[src/rtl/key_event_ctrl.sv]
// Debounced key scanner: synchronises raw keys, filters bounce on a shared tick,
// and reports press / release / long-press events through a ready/valid port.
module key_event_ctrl #(
  parameter int N_KEYS     = 4,
  parameter int TICK_DIV   = 50_000,
  parameter int DEB_TICKS  = 10,
  parameter int LONG_TICKS = 1000
) (
  input  logic              clk,
  input  logic              rst_n,
  input  logic [N_KEYS-1:0] key_in,
  output logic [N_KEYS-1:0] key_level,
  output logic              evt_valid,
  input  logic              evt_ready,
  output logic [2:0]        evt_key,
  output logic [1:0]        evt_type,
  output logic              evt_ovf
);

  localparam int PW = $clog2(TICK_DIV + 1);
  localparam int DW = $clog2(DEB_TICKS + 1);
  localparam int HW = $clog2(LONG_TICKS + 1);
  localparam int IW = $clog2(N_KEYS);

  typedef enum logic [1:0] {
    EvNone    = 2'b00,
    EvPress   = 2'b01,
    EvRelease = 2'b10,
    EvLong    = 2'b11
  } evt_type_e;

  logic [N_KEYS-1:0] sync1_q, sync2_q;
  logic [PW-1:0]     presc_q, presc_d;
  logic              tick;
  logic [N_KEYS-1:0] level_q, level_d;
  logic [DW-1:0]     deb_q  [N_KEYS];
  logic [DW-1:0]     deb_d  [N_KEYS];
  logic [HW-1:0]     hold_q [N_KEYS];
  logic [HW-1:0]     hold_d [N_KEYS];
  logic [N_KEYS-1:0] gen_v;
  logic [1:0]        gen_t  [N_KEYS];
  logic [N_KEYS-1:0] slot_v_q, slot_v_d;
  logic [1:0]        slot_t_q [N_KEYS];
  logic [1:0]        slot_t_d [N_KEYS];
  logic [N_KEYS-1:0] drop;
  logic [IW-1:0]     last_q, last_d, gnt, cand;
  logic              found, load, gnt_hit;
  logic              valid_q, valid_d;
  logic [2:0]        key_q, key_d;
  logic [1:0]        type_q, type_d;
  logic              ovf_q, ovf_d;

  always_comb begin
    tick    = (presc_q == PW'(TICK_DIV - 1));
    presc_d = tick ? '0 : presc_q + 1'b1;
    for (int i = 0; i < N_KEYS; i++) begin
      level_d[i] = level_q[i];
      deb_d[i]   = deb_q[i];
      hold_d[i]  = hold_q[i];
      gen_v[i]   = 1'b0;
      gen_t[i]   = EvNone;
      if (sync2_q[i] == level_q[i]) begin
        deb_d[i] = '0;
      end else if (tick) begin
        if (deb_q[i] == DW'(DEB_TICKS - 1)) begin
          deb_d[i]   = '0;
          level_d[i] = ~level_q[i];
          gen_v[i]   = 1'b1;
          gen_t[i]   = level_q[i] ? EvPress : EvRelease;
        end else begin
          deb_d[i] = deb_q[i] + 1'b1;
        end
      end
      // A level edge on the same tick outranks the long-press report.
      if (level_q[i]) begin
        hold_d[i] = '0;
      end else if (tick && hold_q[i] != HW'(LONG_TICKS)) begin
        hold_d[i] = hold_q[i] + 1'b1;
        if (hold_q[i] == HW'(LONG_TICKS - 1) && !gen_v[i]) begin
          gen_v[i] = 1'b1;
          gen_t[i] = EvLong;
        end
      end
    end
  end

  always_comb begin
    load  = !valid_q || evt_ready;
    found = 1'b0;
    gnt   = '0;
    cand  = '0;
    for (int k = 1; k <= N_KEYS; k++) begin
      cand = IW'((int'(last_q) + k) % N_KEYS);
      if (!found && slot_v_q[cand]) begin
        found = 1'b1;
        gnt   = cand;
      end
    end

    valid_d = valid_q;
    key_d   = key_q;
    type_d  = type_q;
    last_d  = last_q;
    if (load) begin
      if (found) begin
        valid_d = 1'b1;
        key_d   = 3'(gnt);
        type_d  = slot_t_q[gnt];
        last_d  = gnt;
      end else begin
        valid_d = 1'b0;
      end
    end

    gnt_hit = 1'b0;
    for (int i = 0; i < N_KEYS; i++) begin
      gnt_hit     = load && found && (gnt == IW'(i));
      slot_v_d[i] = slot_v_q[i];
      slot_t_d[i] = slot_t_q[i];
      drop[i]     = 1'b0;
      // A slot freed by this cycle's grant can take the new event directly.
      if (gen_v[i]) begin
        if (slot_v_q[i] && !gnt_hit) begin
          drop[i] = 1'b1;
        end else begin
          slot_v_d[i] = 1'b1;
          slot_t_d[i] = gen_t[i];
        end
      end else if (gnt_hit) begin
        slot_v_d[i] = 1'b0;
      end
    end
    ovf_d = |drop;
  end

  always_ff @(posedge clk) begin
    if (rst_n) begin
      sync1_q  <= '1;
      sync2_q  <= '1;
      presc_q  <= '0;
      level_q  <= '1;
      slot_v_q <= '0;
      for (int i = 0; i < N_KEYS; i++) begin
        deb_q[i]    <= '0;
        hold_q[i]   <= '0;
        slot_t_q[i] <= '0;
      end
      last_q  <= IW'(N_KEYS - 1);
      valid_q <= 1'b0;
      key_q   <= '0;
      type_q  <= '0;
      ovf_q   <= 1'b0;
    end else begin
      sync1_q  <= key_in;
      sync2_q  <= sync1_q;
      presc_q  <= presc_d;
      level_q  <= level_d;
      slot_v_q <= slot_v_d;
      deb_q    <= deb_d;
      hold_q   <= hold_d;
      slot_t_q <= slot_t_d;
      last_q   <= last_d;
      valid_q  <= valid_d;
      key_q    <= key_d;
      type_q   <= type_d;
      ovf_q    <= ovf_d;
    end
  end

  assign key_level = level_q;
  assign evt_valid = valid_q;
  assign evt_key   = key_q;
  assign evt_type  = type_q;
  assign evt_ovf   = ovf_q;

endmodule

[config.mk]
export PLATFORM = sky130hd
export DESIGN_NAME = key_event_ctrl
export DESIGN_NICKNAME = d
export VERILOG_FILES = /design/src/rtl/key_event_ctrl.sv
export SDC_FILE = /design/constraint.sdc
export NUM_CORES = 1
export LEC_CHECK = 0
export BUFFER_PORTS_ARGS = -buffer_cell sky130_fd_sc_hd__buf_2
export CAP_MARGIN = 10
export CORE_MARGIN = 8
export CORE_UTILIZATION = 40
export DETAILED_ROUTE_END_ITERATION = 16
export HOLD_SLACK_MARGIN = 0.08
export PLACE_DENSITY_LB_ADDON = 0.25
export SLEW_MARGIN = 20
export SYNTH_ARGS = -nofsm -noshare
export SYNTH_HDL_FRONTEND = slang
export SYNTH_SLANG_ARGS = --single-unit
[constraint.sdc]
create_clock -name clk -period 3.3 [get_ports clk]
set_input_delay 0.66 -clock clk [delete_from_list [all_inputs] [get_ports clk]]
set_output_delay 0.66 -clock clk [all_outputs]
set_load 0.02 [all_outputs]
# Word level (Yosys, flattened, before mapping)
# Index checks and enable logic that the tools add are counted.
# word_totals
register_bits,104
latch_bits,0
ramBits,0
rom_bits,0
in_bits,7
output_inout_bits,11
word_cells,240
n_memories,0
# classes
add_sub_neg,13
n_mul,0
div_mod_pow,0
magnitude_cmp,5
eq_ne,24
shifts,0
muxes,96
n_bitwise,13
n_reduce_logical,61
# op_table
op,count
2-to-1 mux 2 bit,34
2-to-1 mux 1 bit,53
"adder 10 x 1 -> 10 bit, second input constant",4
"equality test 10 bit, second input constant",4
"!= test 10 bit, second input constant",4
logical AND 1 bit,20
AND reduction 2 bit,9
OR reduction 2 bit,9
"adder 16 x 1 -> 16 bit, second input constant",1
"adder 4 x 1 -> 4 bit, second input constant",4
"equality test 16 bit, second input constant",1
"equality test 4 bit, second input constant",4
2-to-1 mux 4 bit,4
logical NOT 1 bit,12
"< comparator 2 x 3 -> 1 bit, second input constant",4
NOT 1 bit,12
AND reduction 3 bit,4
binary-select mux 1 bit (select 2 bit),4
"!= test 2 bit, second input constant",4
nonzero test 2 bit,4
"adder 2 x 1 -> 2 bit, second input constant",2
"adder 2 bit, second input constant",2
binary-select mux 2 bit (select 2 bit),1
equality test 1 bit,4
other kinds (7),8

# Logic depth before layout (Yosys ltp)
# logic_depth
ltp_word,20
ltp_mapped,9
ltp_nobuf,8

# Worst setup path after synthesis
# Ideal clock, no wire load.
# synth_path
path_kind,reg2reg
start,reg presc_q[4]
end,reg hold_q[7] (netlist name)
setup_time_ps,71
t_arrival_ps,2454
path_slack_ps,775
stages_incl_launch_ff,8
n_path_buf,1
period_less_slack_ps,2525
path_cell_list,dfxtp_1 -> or4_1 -> or4_1 -> buf_2 -> nor2_4 -> or4b_4 -> or3_1 -> a21oi_1
# synth_via
elab_chain_len,2
# synth_lines
element,line_no,source
from (decl),33,"logic [PW-1:0] presc_q, presc_d;"
from (signal assigned),156,presc_q <= presc_d;
equality test 16 bit,54,tick = (presc_q == PW'(TICK_DIV - 1));
logical AND 1 bit,77,end else if (tick && hold_q[i] != HW'(LONG_TICKS)) begin
to (signal assigned),160,hold_q <= hold_d;
to (decl),38,logic [HW-1:0] hold_q [N_KEYS];
# No other way between the ends.
# A chain may end at the register's enable or synchronous reset.

# Worst setup path after layout
# Ends and elaborated chain as after synthesis.

==> run metrics <==
status complete, no violations; Synth Warn # 0; number of flops mapped to enable cells by yosys 0; CTS max path bufs 2; FILL cells 1091; drt pass-1 iters 4; cell with the most instances after synthesis dfxtp_1; Tmin final 2.77 ns; I/O pin total 18; FP Rows 39; Peak Freq 0.360 GHz; Routed Antenna Nets 0; DR DRC count 0; TritonCTS Buffers 9; total global-route track usage 12.4%; FF+latch count, synth 104; final cycle utilization of the critical path 84.1%; largest net degree at the start of global routing 28; Worst slew margin 53.7%; Setup CP Type register to register; antenna violations before repair 0; Synth async-reset ratio 0%; GRT Residual Overflow 0; nets@finish 583; Seq/Total Area, Yosys 44.0%; post-synthesis average cell area 8.55 um^2; post-cts sizing count 0; fin. max-slew vios 0; post-synthesis net count 570; Psw 0.000469 W; Routed WL 9480 um; synthesized area 4730 um^2; Most used DFF post-synth dfxtp_1; max capacitance violation total 0; area of the die 15600 um^2; root buffer cell clkbuf_16; CP Max Fanout 6; internal power 0.00196 W; hold buffers post-CTS 0; gpl congestion 0.817; RSZ-0062 raised after global routing false; clock slew at reported path FFs 0.06 ns; Comb power frac 1.4%; CP required 3.58 ns; worst-margin pin slew 0.689 ns; Max VDD drop 0.273 mV; Setup Viol. Count Final 0; Seq pwr share 52.2%; postcts setup bufs 0; post-layout util 46.0%; vias in the first global route 3548; switching share of power 19.3%; drt wl/cell 13.3 um; setup tns final 0 ns; Arrival @ worst endpoint 3.05 ns; CP startpoint kind register; Core Region 11500 um^2; Synth cell types 52; Port Buffer Count 16; largest cells by area after synthesis dfxtp_1 44%, xor2_1 7.0%, nor2_1 6.3%; Cells after Synth 554; P_leak 1.72 nW; hold crit path type register to register; CP Capture Type register; Final HPWL DP 6850 um; placed cells 699; Clock power frac 46.5%; Yosys top cell by area dfxtp_1; via count 3752; first-pass GRT wire length 16400 um; PD cells 460 nW/um^2; clk sinks 104; CTS tree done; Non-Filler Instances 715; Synth top area share 44.0%; Ant. Diodes 0; DR vias/cell 5.25; Max Clock Skew 0.0105 ns; proportion of layout cells with a drive suffix above 1 9.62%; clk_lat worst skew 0.35 ns; most instantiated cells after synthesis 104 x dfxtp_1, 80 x nor2_1, 42 x nand2_1, 38 x xor2_1, 35 x a21oi_1; Starting Density 41.3%; initial drt markers 148; die height 125 um; H-tree Lvls 3; Layout Area Growth over Synthesis 11.5%; Fin. Hold Viols 0; die width 125 um
area by class of cell:
type / count / area [um^2] / area share (%)
Inverter: 14 / 52.6 / 0.995
Clock buffer: 13 / 250 / 4.74
Multi-Input combinational cell: 418 / 2540 / 48.1
Clock inverter: 3 / 65.1 / 1.23
Sequential cell: 104 / 2080 / 39.4
Tap cell: 143 / 179 / 3.39
Timing Repair Buffer: 20 / 110 / 2.09
sequential cells by signal, indices dropped and copies added (netlist names):
signal,count
evt_key,2
sync1_q,4
last_q,2
presc_q,16
evt_valid,1
evt_ovf,1
sync2_q,4
deb_q,16
key_level,4
hold_q,40
slot_t_q,8
evt_type,2
slot_v_q,4
placed cells by master (no fill, tap or decap), drive strengths merged, types with 2 or more instances in the layout:
cell and n:
nor2b 11, clkbuf 13, xor2 38, or4b 2, and3b 2, buf 20, o21a 5, mux2 2
nor3 10, and4 2, o211ai 2, ha 9, o21ai 26, dfxtp 104, a21oi 35, nand4bb 2
bufinv 2, or2 14, a21o 2, xnor2 16, nor2 81, a31oi 4, inv 14, nor4 6
a211o 5, nor4bb 2, nand4 15, nor3b 5, or3 9, nand2b 13, a211oi 2, mux2i 4
or4 6, o31a 2, a311oi 3, nand2 42, nand3 22, and3 9
final timing paths:
path         slack, ns  depth (start not counted)    endpoint       start
min reg2reg       0.41                          1  sync2_q[0]  sync1_q[0]
max               0.53                          6   hold_q[7]  presc_q[4]
max reg2reg       0.53                          6   hold_q[7]  presc_q[4]
min               0.41                          1  sync2_q[0]  sync1_q[0]
cells by family after synthesis:
kind of cell             Yosys count  share of synthesized area, %
AO/OA/AOI/OAI                     91                          11.6
XOR/XNOR                          54                          9.99
adder cells (fa/ha/maj)            9                          2.38
buffers and inverters             32                          2.64
flip-flops                       104                          44.0
multiplexers                       6                          1.32
other                              1                        0.0792
AND/OR/NAND/NOR                  257                          28.0
power groups by stage:
stage                     clock (W)  sequential [W]  combinational, W
after floorplan                   0         0.00129         0.0000239
after global placement            0         0.00130         0.0000321
after detailed placement          0         0.00130         0.0000330
after CTS                   0.00117         0.00127         0.0000332
after global routing        0.00121         0.00127         0.0000374
final                       0.00113         0.00127         0.0000329
per-layer routing:
metal  vias up  global-route usage (%)  share of wire, %
li1       1942                       -                 -
met1      1765                    15.6                50
met2        34                    19.7                45
met3        11                    2.85               2.9
met4         0                    5.60               1.8
met5         -                       0                 0
worst max-delay path, cell delays in order (launching register included):
cell and delay [ns]:
dfxtp_1 0.34, or4_1 0.57, or4_1 0.60, nor2_4 0.22
or4b_4 0.52, or3_1 0.32, a21oi_1 0.13
through the flow:
step	hold slack, ns	power (W)	setup WS, ns	instance area, um^2
5_1_grt	0.436	0.00252	0.393	5280
3_5_place_dp	0.400	0.00133	0.548	4960
4_1_cts	0.416	0.00247	0.523	5280
2_1_floorplan	0.389	0.00132	0.775	4730
6_report	0.414	0.00243	0.525	5280
3_3_place_gp	0.410	0.00133	0.582	4960
(Power assumes the default switching activity.)
